## config.mk

```make
export PLATFORM = sky130hd
export DESIGN_NAME = cpu_trace_uart
export DESIGN_NICKNAME = d
export VERILOG_FILES = /design/src/rtl/cpu_trace_uart.sv
export SDC_FILE = /design/constraint.sdc
export NUM_CORES = 1
export LEC_CHECK = 0
export BUFFER_PORTS_ARGS = -buffer_cell sky130_fd_sc_hd__buf_2
export CORE_ASPECT_RATIO = 0.8
export CORE_MARGIN = 5
export CORE_UTILIZATION = 61
export DETAILED_ROUTE_END_ITERATION = 7
export PLACE_DENSITY_LB_ADDON = 0.12
export REMOVE_ABC_BUFFERS = 1
export SLEW_MARGIN = 20
export SYNTH_ARGS = -nofsm -noshare
export SYNTH_HDL_FRONTEND = slang
export SYNTH_SLANG_ARGS = --single-unit
```

## constraint.sdc

```tcl
create_clock -name clk -period 11.3 [get_ports clk]
set_clock_uncertainty 0.15 [all_clocks]
set_input_delay 1.13 -clock clk [delete_from_list [all_inputs] [get_ports clk]]
set_output_delay 1.13 -clock clk [all_outputs]
set_load 0.02 [all_outputs]
```

## src/rtl/cpu_trace_uart.sv

```systemverilog
// cpu_trace_uart: queues CPU state snapshots on change and streams them as 6-byte 8N1 UART frames.
module cpu_trace_uart #(
    parameter int CLKS_PER_BIT = 16,
    parameter int DEPTH        = 8
) (
    input  logic                     clk,
    input  logic                     rst,
    input  logic                     trace_en,
    input  logic [7:0]               ra,
    input  logic [7:0]               rb,
    input  logic [7:0]               rc,
    input  logic [7:0]               rd,
    input  logic                     zf,
    input  logic                     sf,
    input  logic [7:0]               db,
    output logic                     tx,
    output logic                     busy,
    output logic                     overflow,
    output logic [7:0]               drop_count,
    output logic [$clog2(DEPTH):0]   fifo_level
);
    localparam int AW = $clog2(DEPTH);
    localparam int LW = AW + 1;
    localparam int CW = $clog2(CLKS_PER_BIT);
    typedef enum logic [1:0] {IDLE, START, DATA, STOP} state_t;
    state_t state, state_n;
    logic [41:0] mem [DEPTH];
    logic [41:0] snap, prev, frame, frame_n;
    logic prev_valid, push, pop, full, accept, drop, cnt_last;
    logic [AW-1:0] wr_ptr, rd_ptr;
    logic [CW-1:0] cnt, cnt_n;
    logic [2:0] bit_idx, bit_n, byte_idx, byte_n;
    logic [7:0] cur;

    assign snap     = {zf, sf, ra, rb, rc, rd, db};
    assign push     = trace_en && (!prev_valid || snap != prev);
    assign full     = fifo_level == LW'(DEPTH);
    assign accept   = push && (!full || pop);
    assign drop     = push && full && !pop;
    assign cnt_last = cnt == CW'(CLKS_PER_BIT - 1);
    assign cur      = byte_idx == 3'd0 ? {6'b101000, frame[40], frame[41]} :
                      byte_idx == 3'd1 ? frame[39:32] :
                      byte_idx == 3'd2 ? frame[31:24] :
                      byte_idx == 3'd3 ? frame[23:16] :
                      byte_idx == 3'd4 ? frame[15:8]  : frame[7:0];
    assign busy     = state != IDLE;
    assign tx       = state == START ? 1'b0 : state == DATA ? cur[bit_idx] : 1'b1;

    always_comb begin
        state_n = state;
        cnt_n   = cnt;
        bit_n   = bit_idx;
        byte_n  = byte_idx;
        frame_n = frame;
        pop     = 1'b0;
        case (state)
            IDLE: if (fifo_level != '0) begin
                pop     = 1'b1;
                frame_n = mem[rd_ptr];
                byte_n  = 3'd0;
                cnt_n   = '0;
                state_n = START;
            end
            START: begin
                cnt_n = cnt_last ? '0 : cnt + CW'(1);
                bit_n = cnt_last ? 3'd0 : bit_idx;
                state_n = cnt_last ? DATA : START;
            end
            DATA: begin
                cnt_n = cnt_last ? '0 : cnt + CW'(1);
                bit_n = cnt_last && bit_idx != 3'd7 ? bit_idx + 3'd1 : bit_idx;
                state_n = cnt_last && bit_idx == 3'd7 ? STOP : DATA;
            end
            STOP: begin
                cnt_n = cnt_last ? '0 : cnt + CW'(1);
                byte_n = cnt_last && byte_idx < 3'd5 ? byte_idx + 3'd1 : byte_idx;
                state_n = !cnt_last ? STOP : byte_idx < 3'd5 ? START : IDLE;
            end
        endcase
    end

    always_ff @(posedge clk) begin
        if (rst) begin
            state    <= IDLE;
            cnt      <= '0;
            bit_idx  <= '0;
            byte_idx <= '0;
            frame    <= '0;
        end else begin
            state    <= state_n;
            cnt      <= cnt_n;
            bit_idx  <= bit_n;
            byte_idx <= byte_n;
            frame    <= frame_n;
        end
    end

    always_ff @(posedge clk)
        if (accept) mem[wr_ptr] <= snap;

    // prev follows every enabled sample, so a dropped snapshot is never re-queued later
    always_ff @(posedge clk) begin
        if (rst) begin
            wr_ptr     <= '0;
            rd_ptr     <= '0;
            fifo_level <= '0;
            prev       <= '0;
            prev_valid <= 1'b0;
            overflow   <= 1'b0;
            drop_count <= '0;
        end else begin
            if (trace_en) begin
                prev       <= snap;
                prev_valid <= 1'b1;
            end
            wr_ptr     <= wr_ptr + AW'(accept);
            rd_ptr     <= rd_ptr + AW'(pop);
            fifo_level <= fifo_level + LW'(accept) - LW'(pop);
            if (drop) overflow <= 1'b1;
            if (drop && drop_count != 8'hFF) drop_count <= drop_count + 8'd1;
        end
    end
endmodule
```

==> results.toml, run 1 <==
[run_status]
status = "finished, final reports clean"

[worst_setup_path]
critPathArrivalTime_ns = 3.42
crit_path_start_kind = "register"
required_ns = 10.02
cpMostUsedCell = "inv_1"
cp_max_fo = 13
endpoint_kind = "output pin"
critical_path_class = "register to output pin"
cp_slowest_cell = "dfxtp_1"
crit_path_cell_trace = "inv_1, ha_1, inv_1, o21ai_0, o22ai_1, a22oi_1, or4_1, a222oi_1, buf_2"
max_stage_delay_ns = 0.63

[pwr]
p_total_mw = 4.34
max-vdd-ir-drop_mv = 0.170
leakage_nw = 6.69
power.density_nw_per_um2 = 215

[finish]
fillers = 1994
drive_above_1_share = 0.202
regArea_um2 = 12400
nets = 1230
fin_area_um2 = 20200
area_delta_synth_final_pct = 11.4
final_util = 0.690
antenna_cells = 0
multi_input_area_um2 = 5470

[drt]
dr.first_iter.drc_count = 762
routed_wl_mm = 36.8
post-route-drc-count = 0
ant_nets = 0
vias = 9735
drtPass1Iterations = 5
wl_per_cell_um = 23.4
vias_per_cell = 6.18

[sta]
hold_viol = 0
relSlewSlack = 0.369
period_minus_slack_ns = 4.70
min_period_over_period = 0.416
fin_setup_tns_ns = 0
tightest_slew_ns = 0.946
fmax_ghz = 0.213
drv_slew = 0
worst_slack_ns = 6.60
setup_viol = 0
rsz0062_at_grt = "no"

[logic_synthesis]
netlist_area_um2 = 18100
synth_commonest_cells = "336 x edfxtp_1, 116 x dfxtp_1, 116 x nor2_1"
ys_warn_count = 0
synth_edf_count = 336
synth.largest_area_cell = "edfxtp_1"
synthTopCellsByArea = "edfxtp_1 56%, dfxtp_1 13%, mux4_2 11%"
ys_ff_latch = 452
avgSynthCellArea_um2 = 16.4
synth-async-reset-ratio = 0
synth-seq-area-share = 0.684
yosysMostFrequentCell = "edfxtp_1"
synth_cell_type_count = 62
synth_cells = 1106
synth_top_area_frac = 0.556
synth_ff_type = "edfxtp_1"

[floorplanning]
die_y_um = 164
dieArea_um2 = 33300
pin_count = 60
fp-row-count = 56
die_w_um = 203
core_area_um2 = 29300
start_util = 0.619

[clock_network]
clk_pin_slew_worst_paths_ns = 0.06
cts.repair.resized = 0
cts_made_buffers = 43
clockBufferDepth = 3
cts.htree.levels = 2
postCtsSetupBuffers = 0
root_buffer = "clkbuf_16"
cts_sinks = 452
cts_tree = "yes"
clock_latency_ns = 0.54
ctsHoldBuffers = 0

[global_routing]
met3_usage = 0.0468
grt_overflow = 0
antenna_found_initial = 0
grt.total_usage = 0.226
grt_pass1_vias = 9750
top_usage_layer = "met2"
grt.met2_usage = 0.344
grt_max_degree = 89
grt_pass1_wl_mm = 57.5
grt_util_met1 = 0.342

[job]
maxCapViolCount = 0

[placement]
placed_area_um2 = 18800
dp_slack_ns = 6.80
place_congestion = 0.905
hpwl_mm = 21.6
portBuffers = 59

[hold_path]
hold_class = "register to register"
[area by class of cell]
cell class,instances,share of cell area
flip-flops and latches,452,0.615
multi-input cells,583,0.271
clock buffers,60,0.0605
well taps,377,0.0234
repair buffers,74,0.0203
clock inverters,18,0.00793
inverters,12,0.00229
[cells by family after synthesis]
| group | Yosys count | share of synthesized area |
|---|---|---|
| AOI/OAI and AO/OA | 102 | 0.0395 |
| xor gates and xnor gates | 42 | 0.0203 |
| adders and majority gates | 19 | 0.0135 |
| buffers and inverters | 71 | 0.0164 |
| DFF | 452 | 0.684 |
| muxes | 184 | 0.162 |
| and+or+nand+nor | 236 | 0.0642 |
[power breakdown]
group	internal, mW	total, mW	switching, mW
Clock	0.822	1.40	0.578
Sequential	1.96	2.08	0.121
Combinational	0.390	0.854	0.464
[registers in the layout, indices dropped and copies added (netlist names)]
signal and count:
fifo_level 4, rd_ptr 3, prev_valid 1, drop_count 8, byte_idx 3, prev 42, wr_ptr 3, frame 42
bit_idx 3, overflow 1, state 2, cnt 4, mem 336
[final timing paths]
kind | from | end | slack, ns | cells past startpoint
max | byte_idx[2] | tx | 6.60 | 9
min reg2reg | overflow | overflow | 0.33 | 1
max reg2reg | prev[39] | fifo_level[3] | 7.72 | 11
min | overflow | overflow | 0.33 | 1
[per-stage QoR]
step           hold slack [ns]  instances
5_1_grt                  0.364       1576
6_report                 0.333       1576
2_1_floorplan            0.298       1047
4_1_cts                  0.343       1576
3_5_place_dp             0.326       1498
3_3_place_gp             0.313       1498
[layer usage]
| layer | part of all wire | wire length (µm) |
|---|---|---|
| met5 | 0 | 0 |
| met3 | 0.068 | 2490 |
| met2 | 0.45 | 16700 |
| met4 | 0.020 | 733 |
| met1 | 0.46 | 16900 |
[worst max-delay path: cells and delay by family, from the launching register on]
| family | cells | cell delay, ns |
|---|---|---|
| DFF | 1 | 0.63 |
| AOI/OAI and AO/OA | 4 | 0.72 |
| adders and majority gates | 1 | 0.38 |
| and+or+nand+nor | 1 | 0.52 |
| buffers and inverters | 3 | 0.61 |
[placed cells by master (no fill, tap or decap), drive strengths merged, types with 6 or more instances in the layout]
master | synthesis | routed
edfxtp | 336 | 336
nor2 | 117 | 117
dfxtp | 116 | 116
mux2i | 92 | 92
mux4 | 87 | 87
buf | 26 | 74
clkbuf | 33 | 60
a211oi | 44 | 44
xnor2 | 39 | 39
nand2 | 26 | 26
nand4 | 21 | 21
a21oi | 21 | 21
ha | 18 | 18
nand2b | 17 | 17
clkinv | 1 | 15
inv | 11 | 11
o21ai | 9 | 9
nand3 | 6 | 6
nor4 | 6 | 6
and3 | 6 | 6
(Power assumes the default switching activity.)
==> run 2: changes to the inputs <==
==> constraint.sdc (replaced) <==
create_clock -name clk -period 4.83 [get_ports clk]
set_clock_uncertainty 0.15 [all_clocks]
set_input_delay 0.483 -clock clk [delete_from_list [all_inputs] [get_ports clk]]
set_output_delay 0.483 -clock clk [all_outputs]
set_load 0.02 [all_outputs]
==> run 2 against run 1 <==
Net effect: register-to-register slack worse by 6.5 ns; critical path type unchanged; critical path depth unchanged; cell count up 0.25%; setup slack worse by 5.8 ns; flip-flop and latch count unchanged; sequential power up 140%.
==> results.toml, run 2 (synthesis gave the netlist of run 1 again) <==
[clock_network]
cts_sinks = 452
cts_tree = "yes"
cts.htree.levels = 2
ctsHoldBuffers = 0
cts_made_buffers = 43
clock_latency_ns = 0.54
clk_pin_slew_worst_paths_ns = 0.06
root_buffer = "clkbuf_16"
clockBufferDepth = 3
postCtsSetupBuffers = 0
cts.repair.resized = 0

[worst_setup_path]
crit_path_start_kind = "register"
cp_slowest_cell = "or4_1"
cp_max_fo = 9
critPathArrivalTime_ns = 3.38
r2r_cells = 8
crit_path_cell_trace = "inv_1, ha_1, nand2_4, mux2i_1, o221ai_1, a22oi_1, or4_1, a222oi_1, buf_2"
rrSetupSlack_ns = 1.20
max_stage_delay_ns = 0.52
cp_top_family = "compound AO/OA/AOI/OAI gates"
critical_path_class = "register to output pin"
endpoint_kind = "output pin"
r2r_start = "prev[37]"
timing.rr.end = "mem[5][16]"
worst-path-buf-inv = 2
required_ns = 4.20

[drt]
routed_wl_mm = 38.1
post-route-drc-count = 0
dr.first_iter.drc_count = 728
vias = 9851
wl_per_cell_um = 24.1
ant_nets = 0
vias_per_cell = 6.23
drtPass1Iterations = 7

[finish]
antenna_cells = 0
fillers = 1929
nets = 1233
instances_no_fill = 1580
layout_common_cells = "336 x edfxtp_1, 116 x nor2_1, 113 x dfxtp_1, 92 x mux2i_1, 87 x mux4_2"
top_regs = "mem: 336 flops, frame: 42 flops, prev: 42 flops"
drive_above_1_share = 0.208
final_common_cell = "edfxtp_1"
top_register = "mem"
largest_reg_flops = 336
area_delta_synth_final_pct = 12.4

[sta]
period_minus_slack_ns = 4.01
min_period_over_period = 0.830
fin_setup_tns_ns = 0
hold_viol = 0
relSlewSlack = 0.272
whs_ns = 0.0992
fmax_ghz = 0.249
drv_slew = 0
rsz0062_at_grt = "no"
tightest_slew_ns = 1.09
setup_viol = 0

[placement]
place_congestion = 0.853
portBuffers = 59
placedCellCount = 1501
hpwl_mm = 22.5

[job]
maxCapViolCount = 0

[hold_path]
holdPathEnd = "mem[7][10]"
hold_path_startpoint = "rd[2]"
hold_depth = 1
hold_class = "primary input to register"

[pwr]
clockPowerShare = 0.345
p_sw_frac = 0.266
power_frac_seq = 0.465
p_int_mw = 7.75
p_sw_mw = 2.81
leakage_nw = 6.78
power.density_nw_per_um2 = 518
max-vdd-ir-drop_mv = 0.386
p_comb_frac = 0.191

[run_status]
status = "finished, final reports clean"

[global_routing]
grt_overflow = 0
grt_max_degree = 89
antenna_found_initial = 0
grt_pass1_vias = 9910
grt.total_usage = 0.234
grt_pass1_wl_mm = 58.9

[floorplanning]
die_w_um = 203
start_util = 0.619
dieArea_um2 = 33300
pin_count = 60
fp-row-count = 56
die_y_um = 164
core_area_um2 = 29300
==> run 2: cell types whose count changed in the layout (fill, tap and decap cells not counted), moves of 2 or more <==
cell	before	now
bufinv_16	3	9
buf_4	16	18
clkinv_2	5	7
clkinv_1	9	5
clkbuf_8	4	1
==> run 2: cell type report <==
cell class                      instances  area (µm²)  share of cell area
Tap cell                              377         472              0.0231
Clock buffer                           58        1210              0.0592
Sequential cell                       452       12400               0.609
Timing Repair Buffer                   77         445              0.0218
Clock inverter                         21         328              0.0161
Inverter                               12        46.3             0.00227
Multi-Input combinational cell        583        5470               0.268
==> run 2: metal layers <==
metal	global-route usage	routed length (µm)
met1	0.340	16700
met2	0.376	18100
met3	0.0464	2610
met4	0.0500	694
met5	0	0
==> run 2: stage by stage <==
| step | power [mW] | area, µm² | setup slack, ns | util |
|---|---|---|---|---|
| final | 10.6 | 20400 | 0.820 | 0.696 |
| after global routing | 11.0 | 20400 | 0.677 | 0.696 |
| after CTS | 10.6 | 20400 | 0.907 | 0.696 |
| after detailed placement | 7.00 | 18900 | 0.953 | 0.644 |
| after global placement | 6.95 | 18900 | 1.06 | 0.644 |
| after floorplan | 6.42 | 17900 | -3.29 | - |
==> run 2: how the worst max path moves through the flow <==
stage,endpoint,startpoint,cells after the start
after floorplan,mem[0][0],fifo_level[2],5
after global placement,mem[5][28],ra[5],9
after detailed placement,mem[5][28],ra[5],9
after CTS,tx,byte_idx[0],9
after global routing,tx,byte_idx[2],9
final,tx,byte_idx[0],9
==> run 2: power groups by stage <==
stage                     clock (mW)  combinational, mW  sequential (mW)
after floorplan                    0               1.43             4.99
after global placement             0               1.98             4.97
after detailed placement           0               2.01             4.99
after CTS                       3.69               2.03             4.91
after global routing            3.87               2.20             4.95
final                           3.64               2.01             4.90
==> run 2: worst reg2reg max path, cell delays in order (launching register included) <==
cell and delay [ns]:
dfxtp_1 0.34, xor2_1 0.27, nand4b_1 0.19, nor4_1 0.09
a41o_1 0.27, buf_4 0.21, nor2_1 0.41, and4b_2 0.93
buf_4 0.45
